### src/rtl/keep_one_in_n_unzip.sv
// keep_one_in_n_unzip: unpacks one 32-bit word of four I/Q symbols into four samples
`timescale 1ns/1ps
module keep_one_in_n_unzip #(
  parameter int WIDTH     = 32,
  parameter bit FILL_MODE = 1'b0
) (
  input  logic             clk,
  input  logic             reset,
  input  logic [WIDTH-1:0] i_tdata,
  input  logic             i_tlast,
  input  logic             i_tvalid,
  output logic             i_tready,
  output logic [WIDTH-1:0] o_tdata,
  output logic             o_tlast,
  output logic             o_tvalid,
  input  logic             o_tready
);
  localparam logic [23:0] FILL = FILL_MODE ? 24'h800000 : 24'h000000;
  logic [WIDTH-1:0] hold_q, hold_d;
  logic             last_q, last_d, full_q, full_d;
  logic [1:0]       idx, idx_d;
  logic             out_fire, in_fire;
  logic [7:0]       lane;
  assign out_fire = full_q & o_tready;
  assign i_tready = ~full_q | (out_fire & (idx == 2'd3));
  assign in_fire  = i_tvalid & i_tready;
  assign lane     = idx == 2'd0 ? hold_q[23:16] :
                    idx == 2'd1 ? hold_q[7:0]   :
                    idx == 2'd2 ? hold_q[31:24] : hold_q[15:8];
  assign o_tdata  = {lane, FILL};
  assign o_tvalid = full_q;
  assign o_tlast  = full_q & last_q & (idx == 2'd3);
  // next state: a new word (re)starts at idx0, otherwise step through lanes on each handshake
  always_comb begin
    hold_d = hold_q;
    last_d = last_q;
    full_d = full_q;
    idx_d  = idx;
    if (in_fire) begin
      hold_d = i_tdata;
      last_d = i_tlast;
      full_d = 1'b1;
      idx_d  = 2'd0;
    end else if (out_fire) begin
      full_d = idx != 2'd3;
      idx_d  = idx + 2'd1;
    end
  end
  // state register; reset drops any partially emitted word
  always_ff @(posedge clk or posedge reset) begin
    if (reset) begin
      hold_q <= '0;
      last_q <= 1'b0;
      full_q <= 1'b0;
      idx    <= 2'd0;
    end else begin
      hold_q <= hold_d;
      last_q <= last_d;
      full_q <= full_d;
      idx    <= idx_d;
    end
  end
endmodule

### config.mk
export PLATFORM = sky130hd
export DESIGN_NAME = keep_one_in_n_unzip
export DESIGN_NICKNAME = d
export VERILOG_FILES = /design/src/rtl/keep_one_in_n_unzip.sv
export SDC_FILE = /design/constraint.sdc
export NUM_CORES = 1
export LEC_CHECK = 0
export ABC_AREA = 1
export CORE_UTILIZATION = 40
export DETAILED_ROUTE_END_ITERATION = 8
export GPL_TIMING_DRIVEN = 1
export PLACE_DENSITY = 0.72
export SLEW_MARGIN = 20
export SYNTH_ARGS = -nofsm -noshare
export SYNTH_HDL_FRONTEND = slang
export SYNTH_SLANG_ARGS = --single-unit
### constraint.sdc
create_clock -name clk -period 1.6 [get_ports clk]
set_clock_uncertainty 0.1 [all_clocks]
set_input_delay 0.16 -clock clk [delete_from_list [all_inputs] [get_ports clk]]
set_output_delay 0.16 -clock clk [all_outputs]
set_load 0.05 [all_outputs]
# [Word-level counts from Yosys, hierarchy flattened]
# Index checks and enable logic that the tools add are counted.
[op_classes] addsub=1 mux=7 n_reduce_logical=2 n_bitwise=7 n_eq_ne=4
[ops] op="8-bit two-way mux" count=3
[ops] op="1-bit AND" count=5
[ops] op="2-bit == test, second input constant" count=2
[ops] op="2-bit two-way mux" count=2
[ops] op="2-bit by 1-bit adder with 2-bit output, second input constant" count=1
[ops] op="2-bit by 1-bit == test with 1-bit output, second input constant" count=1
[ops] op="2-bit zero test" count=1
[ops] op="1-bit two-way mux" count=2
[ops] op="2-bit inequality test, second input constant" count=1
[ops] op="2-bit nonzero test" count=1
[ops] op="1-bit NOT" count=1
[ops] op="1-bit OR" count=1
[totals] output_inout_bits=35 word_cells=25 reg_bits=36 in_bits=37

# [Depth between registers and ports, before layout]
# Gate-level depths: netlist of run 1.
[logic_depth] word_depth=5 depth_mapped=8

# [Worst setup path before layout of run 1]
# OpenSTA, ideal clock, no wires.
[synth_path] path_type="reg2out" start="register idx[0]" end="output port o_tdata[29]" t_arrival_ns=1.425 setup_slack_ns=-0.085 required_time_ns=1.340 n_path_buf=2 stages_incl_launch_ff=8 path_cell_list="dfrtp_1 -> inv_1 -> ha_1 -> clkbuf_2 -> buf_2 -> a21oi_1 -> nand2_1 -> nand2_1"
[synth_between] elab_chain_len=4
[synth_lines] element="start: declaration" line="21" text="logic [1:0] idx, idx_d;"
[synth_lines] element="start signal: assignment" line="60" text="idx <= idx_d;"
[synth_lines] element="2-bit == test" line="29" text="idx == 2'd2 ? hold_q[31:24] : hold_q[15:8];"
[synth_lines] element="8-bit two-way mux" line="29"
[synth_lines] element="8-bit two-way mux" line="28" text="idx == 2'd1 ? hold_q[7:0] :"
[synth_lines] element="8-bit two-way mux (*)" line="27" text="assign lane = idx == 2'd0 ? hold_q[23:16] :"
[synth_lines] element="end: declaration" line="13" text="output logic [WIDTH-1:0] o_tdata,"
# Every way passes the cells marked *; elsewhere a longest branch is shown, timed or not.

# [Worst setup path after layout of run 1]
[layout_path] start="register idx[1]" end="output port o_tdata[27]"
# The elaborated chain is that of the path after synthesis.

==> results of run 1 <==
==> worst min path at each step <==
stage | start | end | slack, ns
floorplan | i_tdata[19] | hold_q[19] | 0.20
global placement | hold_q[28] | hold_q[28] | 0.35
detailed placement | hold_q[2] | hold_q[2] | 0.36
CTS | reset | hold_q[6] | 0.19
global route | reset | hold_q[5] | 0.23
finish | reset | hold_q[5] | 0.16
==> power by group through the flow <==
stage          Combinational [uW]  Clock, uW  Sequential [uW]
3_3_place_gp                 3780          0             1590
5_1_grt                      4960        761             1710
6_report                     4660        714             1670
4_1_cts                      4380        713             1640
3_5_place_dp                 3830          0             1610
2_1_floorplan                2360          0             1550
==> cell usage after synthesis <==
cell type  instances  area (um^2)
a21oi_1            9         45.0
and3_1             1         6.26
buf_12             1         20.0
buf_2              6         30.0
buf_4             27          203
buf_6              3         33.8
clkbuf_2           1         5.00
conb_1             1         3.75
dfrtp_1           36          901
ha_1               4         50.1
inv_1             14         52.6
inv_2              1         3.75
nand2_1          103          387
nand2_2           11         68.8
nand2_4            1         11.3
nand2_8            1         20.0
nand3_1           43          215
==> kinds of logic after synthesis <==
| kind of cell | Yosys count |
|---|---|
| simple gates | 160 |
| buf+inv | 53 |
| other cells | 1 |
| fa+ha+maj | 4 |
| compound gates | 9 |
| flops | 36 |
==> per-stage QoR <==
step                      hold slack (ns)  utilization  worst slack (ns)
final                               0.161        0.631            -0.246
after global placement              0.355        0.545           -0.0166
after CTS                           0.189        0.611            -0.214
after global routing                0.229        0.631            -0.294
after floorplan                     0.204            -            0.0305
after detailed placement            0.359        0.545           -0.0275
==> final cells by class <==
cell class | count | area share
clock buffers | 7 | 0.0315
inverters | 15 | 0.0217
multi-input cells | 199 | 0.372
flip-flops and latches | 36 | 0.295
well taps | 67 | 0.0274
repair buffers | 64 | 0.252
==> layout by cell type, fill, tap and decap left out <==
master	synthesis	routed
nand2_1	103	78
clkdlybuf4s50_1	0	36
nand3_1	43	35
dfrtp_1	36	34
nand2_2	11	32
conb_1	1	24
buf_12	1	14
inv_1	14	10
nand3_2	0	8
buf_4	27	8
clkbuf_8	0	7
nand2_4	1	6
a21oi_2	0	6
buf_6	3	5
inv_4	0	4
ha_4	0	4
nand2_8	1	2
a21oi_1	9	2
dfrtp_2	0	2
a21oi_4	0	1
and3_4	0	1
inv_2	1	1
buf_8	0	1
==> routing by layer <==
metal | part of all wire | GRT usage | vias to the layer above | routed length, um
li1 | - | - | 889 | -
met1 | 0.41 | 0.255 | 848 | 2210
met4 | 0.041 | 0.0876 | 0 | 220
met2 | 0.49 | 0.324 | 78 | 2630
met3 | 0.062 | 0.0672 | 20 | 334
met5 | 0 | 0 | - | 0
==> worst register-to-register path: stages, from the launching register on <==
cell and delay (ns):
dfrtp_2 0.46, buf_4 0.16, buf_6 0.11, ha_4 0.15
nand2_2 0.06, nand2_4 0.06, buf_4 0.21, buf_4 0.18
nand3_1 0.07, nand2_1 0.06
==> flip-flops by register name (all words and copies together) (netlist names) <==
signal    flops
hold_q       32
idx           2
last_q        1
o_tvalid      1
==> what timing repair did <==
item,4_1_cts,5_1_grt
endpoints found under the hold margin,0,0
gates cloned,0,2
setup buffers,4,2
endpoints found under the setup margin,9,42
pin swaps,31,16
resized for setup,53,14
==> results.sh, run 1 <==
export IMPL_status="finished, violations left"
export IMPL_violations="negative setup slack"
export IMPL_p_leak_uw=0.00153
export IMPL_hold_viol=0
export IMPL_hold_path_class="in2async"
export IMPL_synth_seq_cells=36
export IMPL_grt_pass1_wl_um=8070
export IMPL_grt_max_degree=37
export IMPL_core_area_um2=4850
export IMPL_slew_violations=0
export IMPL_cts_root_buffer="clkbuf_8"
export IMPL_r2r_end="hold_q[9]"
export IMPL_worstSkewPairLatency_ns=0.30
export IMPL_pwr_share_comb=0.662
export IMPL_worstMarginPinSlew_ns=0.725
export IMPL_postRouteAntennaNets=0
export IMPL_cts_max_path_buffers=2
export IMPL_regArea_um2=903
export IMPL_area_delta_synth_final_pct=48.8
export IMPL_postPlaceCellArea_um2=2640
export IMPL_drt_total_wl_um=5400
export IMPL_yosysSeqAreaShare=0.438
export IMPL_synth_compound_area_share=0.0219
export IMPL_fin_crit_sh=1.15
export IMPL_power_uw=7040
export IMPL_antenna_found_initial=0
export IMPL_grt_ovfl_total=0
export IMPL_htreeDepth=2
export IMPL_clkPwrFrac=0.101
export IMPL_switching_power_uw=3310
export IMPL_die_area_um2=5430
export IMPL_cts_hold_buf=0
export IMPL_avgRoutedWirePerCell_um=13.9
export IMPL_crit_type="reg2out"
export IMPL_setup_tns_ns=-5.53
export IMPL_power_density_nw_per_um2=2300
export IMPL_num_nets_final=362
export IMPL_swShare=0.470
export IMPL_power_internal_uw=3730
export IMPL_synthSimpleGateAreaFrac=0.344
export IMPL_drv_cap=0
export IMPL_cts_buffers=5
export IMPL_crit_buf_inv=3
export IMPL_max_stage_delay_ns=0.44
export IMPL_yosys_warnings=0
export IMPL_rows=25
export IMPL_drive_above_1_share=0.318
export IMPL_path_max_fanout=6
export IMPL_viasPerCell=4.73
export IMPL_irDropWorstVdd_uv=1550
export IMPL_multi_input_comb_area_um2=1140
export IMPL_finish_instance_area_um2=3060
export IMPL_cts_sinks=36
export IMPL_fillers=393
export IMPL_gp_congestion=0.893
export IMPL_io_buffer_count=47
export IMPL_initial_core_util=0.424
export IMPL_crit_start="idx[1]"
export IMPL_cp_arrival_ns=1.59
export IMPL_cpMostUsedCell="nand2_2"
export IMPL_crit_family="flip-flops"
export IMPL_vias=1835
export IMPL_die_h_um=73.7
export IMPL_synthMuxAreaShare=0
export IMPL_synth_cell_type_count=17
export IMPL_synth_top_family_by_area="simple AND/OR/NAND/NOR gates"
export IMPL_setup_viol=46
export IMPL_start_kind="register"
export IMPL_clkTransAtPathRegs_ns=0.07
export IMPL_r2r_setup_slack_ns=-0.14
export IMPL_syn_avg_cell_area_um2=7.82
export IMPL_rsz0062_at_grt="yes"
export IMPL_die_w_um=73.7
export IMPL_tritoncts="done"
export IMPL_worstPathRequired_ns=1.34
export IMPL_synthAdderAreaFrac=0.0243
export IMPL_drtPass1Iterations=5
export IMPL_seq_power_share=0.237
export IMPL_period_minus_slack_ns=1.85
export IMPL_dp_cells=373
export IMPL_rr_startpoint="idx[1]"
export IMPL_track_usage=0.205
export IMPL_remaining_drc_errors=0
export IMPL_syn_inst=263
export IMPL_relSlewSlack=0.515
export IMPL_num_io_pins=72
export IMPL_place_hpwl_um=3410
export IMPL_synthXorXnorAreaFrac=0
export IMPL_cp_depth=7
export IMPL_worstPathCellList="inv_4, ha_4, buf_8, a21oi_2, nand2_2, nand2_2, buf_12"
export IMPL_endpoint="o_tdata[27]"
export IMPL_reg2reg_depth=9
export IMPL_fin_cells=388
export IMPL_syn_cell_area_um2=2060
export IMPL_setup_ws_ns=-0.246
export IMPL_cp_slowest_cell="dfrtp_2"
export IMPL_fmax_mhz=542
export IMPL_endpoint_kind="output pin"
export IMPL_antenna_cells=0
export IMPL_grt_pass1_vias=1695
export IMPL_initialDrtViolationCount=133
Note: power is estimated with default switching activity, not from simulation.
==> inputs of run 2 (changes only) <==
--- a/config.mk
+++ b/config.mk
@@ -6,10 +6,9 @@
 export NUM_CORES = 1
 export LEC_CHECK = 0
 export ABC_AREA = 1
-export CORE_UTILIZATION = 40
+export CORE_UTILIZATION = 30
 export DETAILED_ROUTE_END_ITERATION = 8
 export GPL_TIMING_DRIVEN = 1
-export PLACE_DENSITY = 0.72
 export SLEW_MARGIN = 20
 export SYNTH_ARGS = -nofsm -noshare
 export SYNTH_HDL_FRONTEND = slang
==> results.sh, run 2 (synthesis results as in run 1) <==
export IMPL_status="finished, violations left"
export IMPL_violations="design-rule violations, negative setup slack"
export IMPL_period_minus_slack_ns=1.84
export IMPL_cts_max_path_buffers=2
export IMPL_core_area_um2=6490
export IMPL_start_kind="register"
export IMPL_avgRoutedWirePerCell_um=13.8
export IMPL_largestRegisters="hold_q: 32 flops, idx: 2 flops"
export IMPL_crit_type="reg2out"
export IMPL_power_density_nw_per_um2=2220
export IMPL_rr_startpoint="idx[1]"
export IMPL_worstSkewPairLatency_ns=0.29
export IMPL_cts_buffers=5
export IMPL_mostFrequentLayoutCells="nand2_1 (80), clkdlybuf4s50_1 (36), dfrtp_1 (34), nand2_2 (29), conb_1 (24)"
export IMPL_max_stage_delay_ns=0.41
export IMPL_utilization=0.493
export IMPL_regMostFlops="hold_q"
export IMPL_num_nets_final=364
export IMPL_timing_hold_ws_ns=0.116
export IMPL_finish_instance_area_um2=3200
export IMPL_place_hpwl_um=3430
export IMPL_hold_viol=0
export IMPL_largest_reg_flops=32
export IMPL_path_max_fanout=5
export IMPL_viasPerCell=4.54
export IMPL_gp_congestion=0.795
export IMPL_worstPathCellList="inv_2, ha_4, buf_4, a21oi_2, nand2_2, nand2_2, buf_12"
export IMPL_irDropWorstVdd_uv=1280
export IMPL_drv_cap=0
export IMPL_vias=1820
export IMPL_htreeDepth=2
export IMPL_hold_path_class="in2async"
export IMPL_area_delta_synth_final_pct=55.8
export IMPL_initial_core_util=0.317
export IMPL_die_area_um2=7190
export IMPL_slew_violations=0
export IMPL_remaining_drc_errors=7
export IMPL_grt_pass1_wl_um=8040
export IMPL_rows=29
export IMPL_r2r_end="hold_q[28]"
export IMPL_io_buffer_count=47
export IMPL_fmax_mhz=543
export IMPL_crit_family="flip-flops"
export IMPL_reg2reg_depth=9
export IMPL_postPlaceCellArea_um2=2690
export IMPL_grt_pass1_vias=1694
export IMPL_tritoncts="done"
export IMPL_num_io_pins=72
export IMPL_crit_start="idx[1]"
export IMPL_grt_ovfl_total=0
export IMPL_cp_slowest_cell="dfrtp_2"
export IMPL_cpMostUsedCell="nand2_2"
export IMPL_setup_ws_ns=-0.241
export IMPL_drtPass1Iterations=6
export IMPL_fillers=632
export IMPL_track_usage=0.143
export IMPL_postRouteAntennaNets=0
export IMPL_drive_above_1_share=0.352
export IMPL_antenna_cells=0
export IMPL_fin_crit_sh=1.15
export IMPL_p_leak_uw=0.00157
export IMPL_endpoint_kind="output pin"
export IMPL_cts_hold_buf=0
export IMPL_clkTransAtPathRegs_ns=0.07
export IMPL_setup_viol=37
export IMPL_crit_buf_inv=3
export IMPL_die_h_um=84.8
export IMPL_final_common_cell="nand2_1"
export IMPL_antenna_found_initial=0
export IMPL_worstPathRequired_ns=1.34
export IMPL_initialDrtViolationCount=103
export IMPL_drt_total_wl_um=5530
export IMPL_cts_root_buffer="clkbuf_8"
export IMPL_grt_max_degree=37
export IMPL_r2r_setup_slack_ns=-0.03
export IMPL_cp_arrival_ns=1.58
export IMPL_die_w_um=84.8
export IMPL_cts_sinks=36
export IMPL_rsz0062_at_grt="yes"
export IMPL_setup_tns_ns=-2.33
run 2: metrics by stage:
| stage | total power (uW) | setup WS, ns | std cells |
|---|---|---|---|
| final | 7130 | -0.241 | 401 |
| after global routing | 7540 | -0.292 | 401 |
| after CTS | 6340 | -0.230 | 394 |
| after detailed placement | 5520 | 0.00522 | 383 |
| after global placement | 5480 | 0.0540 | 383 |
| after floorplan | 3910 | 0.0305 | 286 |
run 2: worst reg2reg max path, cell delays in order (launching register included):
cell and delay [ns]:
dfrtp_2 0.44, buf_4 0.14, buf_6 0.11, ha_4 0.16, nand2_4 0.07, nand2_8 0.06
buf_8 0.15, buf_12 0.14, nand3_1 0.07, nand2_1 0.06
run 2: area by class of cell:
class                   count  area (um^2)  share of cell area
clock buffers               8         90.1              0.0281
inverters                  15         61.3              0.0191
well taps                  77         96.3              0.0301
repair buffers             66          842               0.263
multi-input cells         199         1210               0.378
flip-flops and latches     36          903               0.282
run 2: worst max-delay path by stage:
| stage | endpoint | cells after the start |
|---|---|---|
| 2_1_floorplan | o_tdata[29] | 7 |
| 3_3_place_gp | o_tdata[29] | 7 |
| 3_5_place_dp | o_tdata[31] | 7 |
| 4_1_cts | o_tdata[31] | 8 |
| 5_1_grt | o_tdata[30] | 8 |
| 6_report | o_tdata[24] | 7 |
run 2: metal layers:
| layer | GRT usage | up-vias | wire length, um | part of all wire |
|---|---|---|---|---|
| met1 | 0.195 | 847 | 2460 | 0.44 |
| met5 | 0 | - | 0 | 0 |
| li1 | - | 897 | - | - |
| met4 | 0.0431 | 0 | 67 | 0.012 |
| met2 | 0.227 | 69 | 2720 | 0.49 |
| met3 | 0.0315 | 7 | 285 | 0.052 |
run 2: repair_timing:
action / in CTS / in global routing
endpoints found under the setup margin: 10 / 37
pin swaps: 2 / 32
gates cloned: 0 / 4
gates resized for setup: 13 / 64
buffers inserted: 3 / 3
run 2: power by group:
| group | internal [uW] | switching, uW |
|---|---|---|
| Sequential | 1330 | 340 |
| Clock | 351 | 323 |
| Combinational | 2130 | 2660 |
